$ cat config.mk
export PLATFORM = sky130hd
export DESIGN_NAME = dsconv_sched
export DESIGN_NICKNAME = d
export VERILOG_FILES = /design/src/rtl/dsconv_sched.sv
export SDC_FILE = /design/constraint.sdc
export NUM_CORES = 1
export LEC_CHECK = 0
export ABC_AREA = 1
export CORE_MARGIN = 2
export CORE_UTILIZATION = 55
export CTS_CLUSTER_SIZE = 10
export DETAILED_ROUTE_END_ITERATION = 10
export GPL_TIMING_DRIVEN = 0
export PLACE_DENSITY = 0.77
export SLEW_MARGIN = 20
export SYNTH_ARGS = -nofsm -noshare
export SYNTH_HDL_FRONTEND = slang
export SYNTH_SLANG_ARGS = --single-unit
$ cat constraint.sdc
create_clock -name clk -period 6.5 [get_ports clk]
set_input_delay 0.65 -clock clk [delete_from_list [all_inputs] [get_ports clk]]
set_output_delay 0.65 -clock clk [all_outputs]
set_load 0.005 [all_outputs]
$ cat src/rtl/dsconv_sched.sv
// Sequencer for one depthwise-separable conv layer: DW groups, then PW oc x ic tiles, per output window.
// Latency: window_done comes dw_t + PIPE_LAT + ic_t*oc_t + PIPE_LAT cycles after the window handshake when there is no stall.
// Backpressure: out_valid & ~out_ready freezes state, counters and the result line, and gates every enable and pulse.
module dsconv_sched #(
    parameter int DW_PAR     = 4,
    parameter int PW_IN_PAR  = 8,
    parameter int PW_OUT_PAR = 8,
    parameter int CH_W       = 8,
    parameter int SIZE_W     = 8,
    parameter int DW_ADDR_W  = 5,
    parameter int PW_ADDR_W  = 8,
    parameter int PIPE_LAT   = 3
) (
    input  logic                 clk,
    input  logic                 rst,
    input  logic                 start,
    input  logic [CH_W-1:0]      cfg_in_ch,
    input  logic [CH_W-1:0]      cfg_out_ch,
    input  logic [SIZE_W-1:0]    cfg_out_size,
    input  logic [DW_ADDR_W-1:0] cfg_dw_base,
    input  logic [PW_ADDR_W-1:0] cfg_pw_base,
    input  logic                 win_valid,
    output logic                 win_ready,
    input  logic                 out_ready,
    output logic                 dw_en,
    output logic [CH_W-1:0]      dw_grp,
    output logic [DW_ADDR_W-1:0] dw_addr,
    output logic                 pw_en,
    output logic [CH_W-1:0]      pw_ic,
    output logic [CH_W-1:0]      pw_oc,
    output logic [PW_ADDR_W-1:0] pw_addr,
    output logic                 pw_acc_clr,
    output logic                 out_valid,
    output logic [CH_W-1:0]      out_oc,
    output logic                 window_done,
    output logic                 layer_done,
    output logic                 busy
);
    localparam int LAT_W = $clog2(PIPE_LAT + 1);
    localparam int CNT_W = (CH_W > LAT_W) ? CH_W : LAT_W;
    localparam int WIN_W = 2 * SIZE_W;

    typedef enum logic [2:0] {S_IDLE, S_WAIT, S_DW, S_DWD, S_PW, S_PWD} state_t;

    // ceil(n/par), with an empty count still taking one tile
    function automatic logic [CH_W-1:0] tiles(input logic [CH_W-1:0] n, input int par);
        logic [CH_W:0] s;
        s = ({1'b0, n} + (CH_W+1)'(par - 1)) / (CH_W+1)'(par);
        if (n == '0) return CH_W'(1);
        return CH_W'(s);
    endfunction

    state_t               state_q, state_d;
    logic [CNT_W-1:0]     cnt_q, cnt_d;
    logic [CH_W-1:0]      ic_q, ic_d, oc_q, oc_d;
    logic [WIN_W-1:0]     win_q, win_d;
    logic [CH_W-1:0]      dw_t_q, ic_t_q, oc_t_q;
    logic [WIN_W-1:0]     n_win_q;
    logic [DW_ADDR_W-1:0] dw_base_q;
    logic [PW_ADDR_W-1:0] pw_base_q;
    logic [PIPE_LAT-1:0]  vld_line_q;
    logic [CH_W-1:0]      oc_line_q [PIPE_LAT];

    logic                 stall, last_dw, last_lat, last_ic, last_oc, win_last, issue_last;
    logic [SIZE_W-1:0]    size_eff;
    logic [2*CH_W-1:0]    pw_off;

    assign stall      = vld_line_q[PIPE_LAT-1] & ~out_ready;
    assign last_dw    = (cnt_q == CNT_W'(dw_t_q - CH_W'(1)));
    assign last_lat   = (cnt_q == CNT_W'(PIPE_LAT - 1));
    assign last_ic    = (ic_q == ic_t_q - CH_W'(1));
    assign last_oc    = (oc_q == oc_t_q - CH_W'(1));
    assign win_last   = ((win_q + WIN_W'(1)) == n_win_q);
    assign issue_last = (state_q == S_PW) & last_ic & ~stall;
    assign size_eff   = (cfg_out_size == '0) ? SIZE_W'(1) : cfg_out_size;
    assign pw_off     = {{CH_W{1'b0}}, oc_q} * {{CH_W{1'b0}}, ic_t_q} + {{CH_W{1'b0}}, ic_q};

    // state and loop counters; everything holds while stalled
    always_ff @(posedge clk or posedge rst) begin
        if (rst) begin
            state_q <= S_IDLE;
            cnt_q   <= '0;
            ic_q    <= '0;
            oc_q    <= '0;
            win_q   <= '0;
        end else begin
            state_q <= state_d;
            cnt_q   <= cnt_d;
            ic_q    <= ic_d;
            oc_q    <= oc_d;
            win_q   <= win_d;
        end
    end

    // layer configuration, captured only when a start is accepted in IDLE
    always_ff @(posedge clk or posedge rst) begin
        if (rst) begin
            dw_t_q    <= CH_W'(1);
            ic_t_q    <= CH_W'(1);
            oc_t_q    <= CH_W'(1);
            n_win_q   <= WIN_W'(1);
            dw_base_q <= '0;
            pw_base_q <= '0;
        end else if (state_q == S_IDLE && start) begin
            dw_t_q    <= tiles(cfg_in_ch, DW_PAR);
            ic_t_q    <= tiles(cfg_in_ch, PW_IN_PAR);
            oc_t_q    <= tiles(cfg_out_ch, PW_OUT_PAR);
            n_win_q   <= {{SIZE_W{1'b0}}, size_eff} * {{SIZE_W{1'b0}}, size_eff};
            dw_base_q <= cfg_dw_base;
            pw_base_q <= cfg_pw_base;
        end
    end

    // result delay line: last-ic issue flag plus its oc, PIPE_LAT stages
    always_ff @(posedge clk or posedge rst) begin
        if (rst) begin
            vld_line_q <= '0;
            for (int i = 0; i < PIPE_LAT; i++) oc_line_q[i] <= '0;
        end else if (!stall) begin
            vld_line_q[0] <= issue_last;
            oc_line_q[0] <= issue_last ? oc_q : '0;
            for (int i = 1; i < PIPE_LAT; i++) begin
                vld_line_q[i] <= vld_line_q[i-1];
                oc_line_q[i] <= oc_line_q[i-1];
            end
        end
    end

    // next state and counter updates
    always_comb begin
        state_d = state_q;
        cnt_d   = cnt_q;
        ic_d    = ic_q;
        oc_d    = oc_q;
        win_d   = win_q;
        if (!stall) begin
            case (state_q)
                S_IDLE: if (start) state_d = S_WAIT;
                S_WAIT: if (win_valid) begin
                    state_d = S_DW;
                    cnt_d   = '0;
                end
                S_DW: begin
                    cnt_d = cnt_q + CNT_W'(1);
                    if (last_dw) begin
                        state_d = S_DWD;
                        cnt_d   = '0;
                    end
                end
                S_DWD: begin
                    cnt_d = cnt_q + CNT_W'(1);
                    if (last_lat) begin
                        state_d = S_PW;
                        cnt_d   = '0;
                        ic_d    = '0;
                        oc_d    = '0;
                    end
                end
                S_PW: begin
                    if (last_ic) begin
                        ic_d = '0;
                        if (last_oc) begin
                            state_d = S_PWD;
                            cnt_d   = '0;
                        end else begin
                            oc_d = oc_q + CH_W'(1);
                        end
                    end else begin
                        ic_d = ic_q + CH_W'(1);
                    end
                end
                S_PWD: begin
                    cnt_d = cnt_q + CNT_W'(1);
                    if (last_lat) begin
                        cnt_d = '0;
                        if (win_last) begin
                            win_d   = '0;
                            state_d = S_IDLE;
                        end else begin
                            win_d   = win_q + WIN_W'(1);
                            state_d = S_WAIT;
                        end
                    end
                end
                default: state_d = S_IDLE;
            endcase
        end
    end

    // outputs decoded from state and counters; enables and pulses gated by stall
    always_comb begin
        win_ready   = (state_q == S_WAIT);
        busy        = (state_q != S_IDLE);
        dw_en       = 1'b0;
        dw_grp      = '0;
        dw_addr     = '0;
        pw_en       = 1'b0;
        pw_ic       = '0;
        pw_oc       = '0;
        pw_addr     = '0;
        pw_acc_clr  = 1'b0;
        window_done = 1'b0;
        layer_done  = 1'b0;
        out_valid   = vld_line_q[PIPE_LAT-1];
        out_oc      = oc_line_q[PIPE_LAT-1];
        if (state_q == S_DW) begin
            dw_en   = ~stall;
            dw_grp  = CH_W'(cnt_q);
            dw_addr = dw_base_q + DW_ADDR_W'(cnt_q);
        end
        if (state_q == S_PW) begin
            pw_en      = ~stall;
            pw_ic      = ic_q;
            pw_oc      = oc_q;
            pw_addr    = pw_base_q + PW_ADDR_W'(pw_off);
            pw_acc_clr = ~stall & (ic_q == '0);
        end
        if (state_q == S_PWD && last_lat && !stall) begin
            window_done = 1'b1;
            layer_done  = win_last;
        end
    end
endmodule

==> flow_summary_export.csv <==
group,metric,value,unit
worst_setup_path,critPathKind,"reg -> out",
timing,rsz0062_at_grt,"false",
timing,fin_tns_setup,0,ps
clock_tree,cts_buffer_depth,2,
power_and_ir_drop,p_sw_share,44.52,%
power_and_ir_drop,clockPowerShare,23.4,%
clock_tree,cts_setup_buffers,0,
place,portBuffers,87,
route,drt_iter0_markers,715,
yosys,synthCells,1414,
clock_tree,root_buffer,"clkbuf_16",
yosys,synth-async-reset-ratio,100.0,%
timing,tightest_slew,798.6,ps
clock_tree,clkTransAtPathRegs,60,ps
power_and_ir_drop,peakVddDrop,220.1,uV
timing,finalCritPeriodShare,95.79,%
layout,area_growth,17.88,%
layout,nNetsFinal,1672,
worst_setup_path,end_kind,"primary output",
clock_tree,cts_resized,0,
layout,stdcell_area,12050,um2
route,firstDrtPassIters,5,
layout,fillers,1525,
route,avgRoutedWirePerCell,14.04,um
layout,drive_gt1_share,8.871,%
global_routing,grt_remaining_overflow,0,
yosys,syn_nets,1566,
floorplan,core_area,18090,um2
floorplan,die_h,140.3,um
layout,final_util,66.61,%
yosys,synth_warnings,0,
worst_setup_path,start_kind,"flop",
route,ant_nets,0,
power_and_ir_drop,p_leak,6.155,nW
power_and_ir_drop,intPower,2.440,mW
global_routing,grt_pass1_wl,41800,um
worst_hold_path,hp-class,"reg -> reg",
timing,setup_viol,0,
yosys,ys_ff_latch,117,
run_status,status,"finished clean",
route,vias,9231,
floorplan,die_w,140.3,um
layout,antenna_cells,0,
route,drc,0,
worst_setup_path,required,5850,ps
global_routing,grt_pass1_vias,8896,
route,routed_via_density,5.239,
flow_run,drv_cap,0,
clock_tree,hold_buffers,0,
power_and_ir_drop,power_frac_comb,50.5,%
worst_setup_path,cp_max_fo,10,
place,placed_area,11410,um2
global_routing,antenna_found_initial,0,
clock_tree,cts_tree,"done",
route,finalWirelength,24740,um
place,hpwl,19130,um
clock_tree,clk_latency,430,ps
place,routabilityCongestion,0.9252,
yosys,synth-edff-count,0,
timing,hold_viol_final,0,
timing,slew_viol_final,0,
clock_tree,cts-buffers-inserted,17,
timing,fin_skew,10.38,ps
yosys,avgSynthCellArea,7.228,um2
power_and_ir_drop,p_per_area,365.2,nW/um2
floorplan,initial_core_util,56.51,%
clock_tree,cts.htree.levels,4,
global_routing,grt_max_degree,78,
yosys,synth.yosys.seq_area_share,28.70,%
floorplan,die-area,19690,um2
power_and_ir_drop,power_switching,1.959,mW
timing,max_freq,0.1606,GHz
global_routing,track_usage,26.27,%
yosys,synth_ff_type,"dfrtp_1",
worst_setup_path,arrival,5580,ps
floorplan,row_count,49,
yosys,netlist_area,10220,um2
power_and_ir_drop,p_seq_share,26.1,%
clock_tree,cts_sinks,117,
yosys,synth.distinct_cells,47,
timing,period_minus_slack,6226,ps
power_and_ir_drop,p_total,4.399,mW
timing,maxSlewHeadroom,46.47,%
floorplan,io_pins,95,
[power by group through the flow]
| stage | logic [mW] | clock network, mW | registers [mW] |
|---|---|---|---|
| 2_1_floorplan | 1.70 | 0 | 1.10 |
| 3_3_place_gp | 2.13 | 0 | 1.14 |
| 3_5_place_dp | 2.19 | 0 | 1.15 |
| 4_1_cts | 2.21 | 1.04 | 1.14 |
| 5_1_grt | 2.54 | 1.07 | 1.18 |
| 6_report | 2.22 | 1.03 | 1.15 |
[worst paths after layout]
kind,startpoint,slack (ps),endpoint,depth (start not counted)
max,oc_q[2],270,pw_addr[7],20
min,vld_line_q[1],460,vld_line_q[2],2
max reg2reg,ic_t_q[0],3910,oc_q[7],16
min reg2reg,vld_line_q[1],460,vld_line_q[2],2
max in group asynchronous,rst,5150,n_win_q[0],3
min in group asynchronous,rst,600,out_oc[5],2
[routing by layer]
layer / global-route usage [%] / wire [um]
met2: 42.13 / 11250
met5: 0 / 0
met1: 36.00 / 11440
met3: 4.786 / 1530
met4: 9.250 / 520
[area by class of cell]
type                            instances  area, um2  area share [%]
Buffer                                 49      267.8           2.223
Clock buffer                           17      425.4           3.531
Clock inverter                         15      215.2           1.786
Inverter                              266       1003           8.330
Multi-Input combinational cell        981       6017           49.95
Sequential cell                       117       2933           24.35
Tap cell                              229      286.5           2.378
Timing Repair Buffer                   88      898.4           7.457
[critical path, cell delays in order (launching register included)]
cell,delay (ps)
dfrtp_1,470
clkbuf_1,380
nand2_1,140
fa_1,420
fa_1,490
inv_1,40
ha_1,270
inv_1,50
fa_1,530
inv_1,50
fa_1,450
ha_1,330
inv_1,60
o31ai_1,330
inv_1,80
nor2_1,120
nor2_1,60
o21bai_1,170
a21oi_1,60
nor2_1,130
clkdlybuf4s50_1,520
[cells by family (layout without fill, tap and decap cells)]
group,count (synthesis),count (layout),synth area share (%)
buf+inv,316,435,12.43
fa+ha+maj,110,110,16.99
flops,117,117,28.70
xor+xnor,49,49,4.334
compound gates,151,151,8.448
mux,1,1,0.09795
simple gates,670,670,29.00
[placed cells by master, fill, tap and decap left out, types with 4 or more instances in the layout]
| cell | Yosys | final |
|---|---|---|
| xor2_1 | 35 | 35 |
| or2_2 | 9 | 9 |
| fa_1 | 48 | 48 |
| nand2_1 | 353 | 353 |
| inv_1 | 258 | 257 |
| inv_6 | 0 | 9 |
| nand3_1 | 95 | 95 |
| buf_6 | 4 | 4 |
| ha_1 | 62 | 62 |
| nand3b_1 | 5 | 5 |
| buf_4 | 11 | 11 |
| o21ai_2 | 9 | 9 |
| o21ai_0 | 74 | 74 |
| o21bai_1 | 5 | 5 |
| o21ai_1 | 8 | 8 |
| nor2_2 | 11 | 11 |
| xnor2_1 | 13 | 13 |
| nor2_1 | 127 | 127 |
| dfstp_2 | 4 | 4 |
| nand4_1 | 20 | 20 |
| a21oi_1 | 22 | 22 |
| nor2_4 | 7 | 7 |
| buf_2 | 10 | 10 |
| inv_2 | 8 | 8 |
| dfrtp_1 | 113 | 113 |
| bufinv_16 | 0 | 4 |
| nand2_2 | 15 | 15 |
| nor3_1 | 14 | 14 |
| o31ai_1 | 4 | 4 |
| clkbuf_1 | 24 | 23 |
| clkbuf_16 | 0 | 17 |
| o22ai_1 | 18 | 18 |
| clkdlybuf4s50_1 | 0 | 87 |
[sequential cells by signal (all words and copies together) (netlist names)]
signal	flops
ic_q	8
cnt_q	8
dw_base_q	5
n_win_q	15
state_q	3
dw_t_q	7
oc_q	8
vld_line_q	3
win_q	16
ic_t_q	6
out_oc	8
oc_line_q	16
oc_t_q	6
pw_base_q	8
[cells in the mapped netlist (all sizes together) (23+ instances only)]
library cell | count | share of area [%]
nor2 | 145 | 6.1
buf | 26 | 1.8
o21ai | 91 | 4.8
a21oi | 23 | 1.2
clkbuf | 24 | 0.88
xor2 | 35 | 3.0
dfrtp | 113 | 28
ha | 62 | 7.6
nand2 | 371 | 14
inv | 266 | 9.8
nand3 | 99 | 5.1
fa | 48 | 9.4
[per-stage QoR]
step	hold slack (ps)	setup WS [ps]	std cells
after floorplan	419.8	1564	1414
after global placement	434.8	780.4	1730
after detailed placement	437.2	716.6	1731
after CTS	451.3	226.7	1763
after global routing	474.8	1.469	1762
final	457.3	274.0	1762
No activity file was read; power rests on OpenSTA's default activity.
==> variant, RTL diff (same flow settings) <==
Reset style: synchronous (`rst`), changed in 3 clocked blocks.
--- a/src/rtl/dsconv_sched.sv
+++ b/src/rtl/dsconv_sched.sv
@@ -76,7 +76,7 @@
     assign pw_off     = {{CH_W{1'b0}}, oc_q} * {{CH_W{1'b0}}, ic_t_q} + {{CH_W{1'b0}}, ic_q};
 
     // state and loop counters; everything holds while stalled
-    always_ff @(posedge clk or posedge rst) begin
+    always_ff @(posedge clk) begin
         if (rst) begin
             state_q <= S_IDLE;
             cnt_q   <= '0;
@@ -93,7 +93,7 @@
     end
 
     // layer configuration, captured only when a start is accepted in IDLE
-    always_ff @(posedge clk or posedge rst) begin
+    always_ff @(posedge clk) begin
         if (rst) begin
             dw_t_q    <= CH_W'(1);
             ic_t_q    <= CH_W'(1);
@@ -112,7 +112,7 @@
     end
 
     // result delay line: last-ic issue flag plus its oc, PIPE_LAT stages
-    always_ff @(posedge clk or posedge rst) begin
+    always_ff @(posedge clk) begin
         if (rst) begin
             vld_line_q <= '0;
             for (int i = 0; i < PIPE_LAT; i++) oc_line_q[i] <= '0;
Function: differs if rst is asserted again (counterexample within 4 cycles, from zero or initial values and one cycle with rst high); with rst held inactive, the same outputs for 10 cycles.
==> variant against the original RTL <==
Cell area is 2.5% lower. Register-to-register slack better by 0.04 ns. Worst setup slack better by 0.25 ns. Routed wire length is 2.8% higher. Clock power is 10% lower. Synthesized area is 2.0% lower. Via count is 2.7% higher. Die area is 2.0% lower. Sequential cell count stayed put. Power is 27% lower. Non-clock buffer count is 7 higher.
==> variant: results (changes against the original RTL) <==
| Metric | Value |
|---|---|
| Setup slack on the worst flop-to-flop path | 3.95 ns (+0.04 ns) |
| Sequential share of power | 28.2% (+2.1 points) |
| Number of vias after detailed routing | 9478 (+2.7%) |
| Synth Area in Adders | 17.3% (+0.35 points) |
| Placement Setup Slack | 0.924 ns (+0.207 ns) |
| Number of cells traversed by the worst register-to-register path | 9 (-7) |
| Routing usage on met2 | 43.5% (+1.4 points) |
| Top cells by area in the synthesized netlist | sky130_fd_sc_hd__dfxtp_1, sky130_fd_sc_hd__nand2_1, sky130_fd_sc_hd__inv_1 |
| Total placed cells including tap cells | 1791 (+3.5%) |
| Min-Delay Startpoint | n_win_q[2]$_SDFFE_PP0P_ |
| Distinct cell type count of the synthesized netlist | 46 (-2.1%) |
| CP Launch Point | oc_q[3]$_SDFFE_PP0P_ |
| Post-synth EDFFs | 24 (+24) |
| Xor and xnor area share after synthesis | 5.38% (+1.1 points) |
| Routing usage on met1 | 37.8% (+1.8 points) |
| Met2 wirelength from detailed routing | 11.7 mm (+3.7%) |
| Starting DRT DRC Count | 724 (+1.3%) |
| Detailed-route wire length on metal 1 | 11.8 mm (+3.4%) |
| Number of iterations in the first detailed-routing pass | 7 (+2) |
| Gp weighted congestion | 0.918 (-0.73%) |
| Multiplexer share of the synthesized area | 0.100% (+0.0020 points) |
| Fraction of the cycle the final worst path needs | 92.0% (-3.8 points) |
| Biggest regs | oc_line_q: 24 flops, win_q: 16 flops, n_win_q: 15 flops |
| Total Nets Final | 1733 (+3.6%) |
| Worst Hold End | n_win_q[2]$_SDFFE_PP0P_ |
| Net Count, Synth | 1628 (+4.0%) |
| Mean post-synth cell area | 6.78 um2 (-6.1%) |
| Reg-to-reg endpoint | win_q[14]$_SDFFE_PP0P_ |
| Global router's overall resource usage | 26.8% (+0.55 points) |
| Result of the run | finished clean |
| Transition at the pin with the smallest max-transition slack | 1.06 ns (+0.259 ns) |
| Most used flip-flop cell after synthesis | sky130_fd_sc_hd__dfxtp_1 |
| Number of buffers inserted by port buffering | 86 (-1.1%) |
| Internal power | 1.84 mW (-25%) |
| Post-detailed-routing wire length | 25.4 mm (+2.8%) |
| Met3 Resource Use GR | 3.63% (-1.2 points) |
| Combinational cell power | 1.38 mW (-38%) |
[variant: changes by cell type in the layout (fill, tap and decap cells not counted), moves of 24 or more]
cell,delta
sky130_fd_sc_hd__nor2_1,+44
sky130_fd_sc_hd__inv_1,+26
sky130_fd_sc_hd__a21oi_1,+78
sky130_fd_sc_hd__dfxtp_1,+93
sky130_fd_sc_hd__dfrtp_1,-113
sky130_fd_sc_hd__o21ai_0,-33
sky130_fd_sc_hd__edfxtp_1,+24
[variant: cell type report]
cell class / count / area share (%)
buffer: 58 / 2.38
clock inverter: 15 / 1.31
inverter: 292 / 9.33
sequential: 117 / 22.0
timing repair buffer: 86 / 7.33
tap: 229 / 2.44
clock buffer: 17 / 3.62
multi-input combinational: 1009 / 51.6
[variant: through the flow]
step	utilization, %	area [um2]	total power, mW
6_report	65.6	11700	3.20
3_3_place_gp	62.3	11200	2.25
3_5_place_dp	62.3	11200	2.27
2_1_floorplan	-	10000	1.91
5_1_grt	65.6	11700	3.44
4_1_cts	65.6	11700	3.20
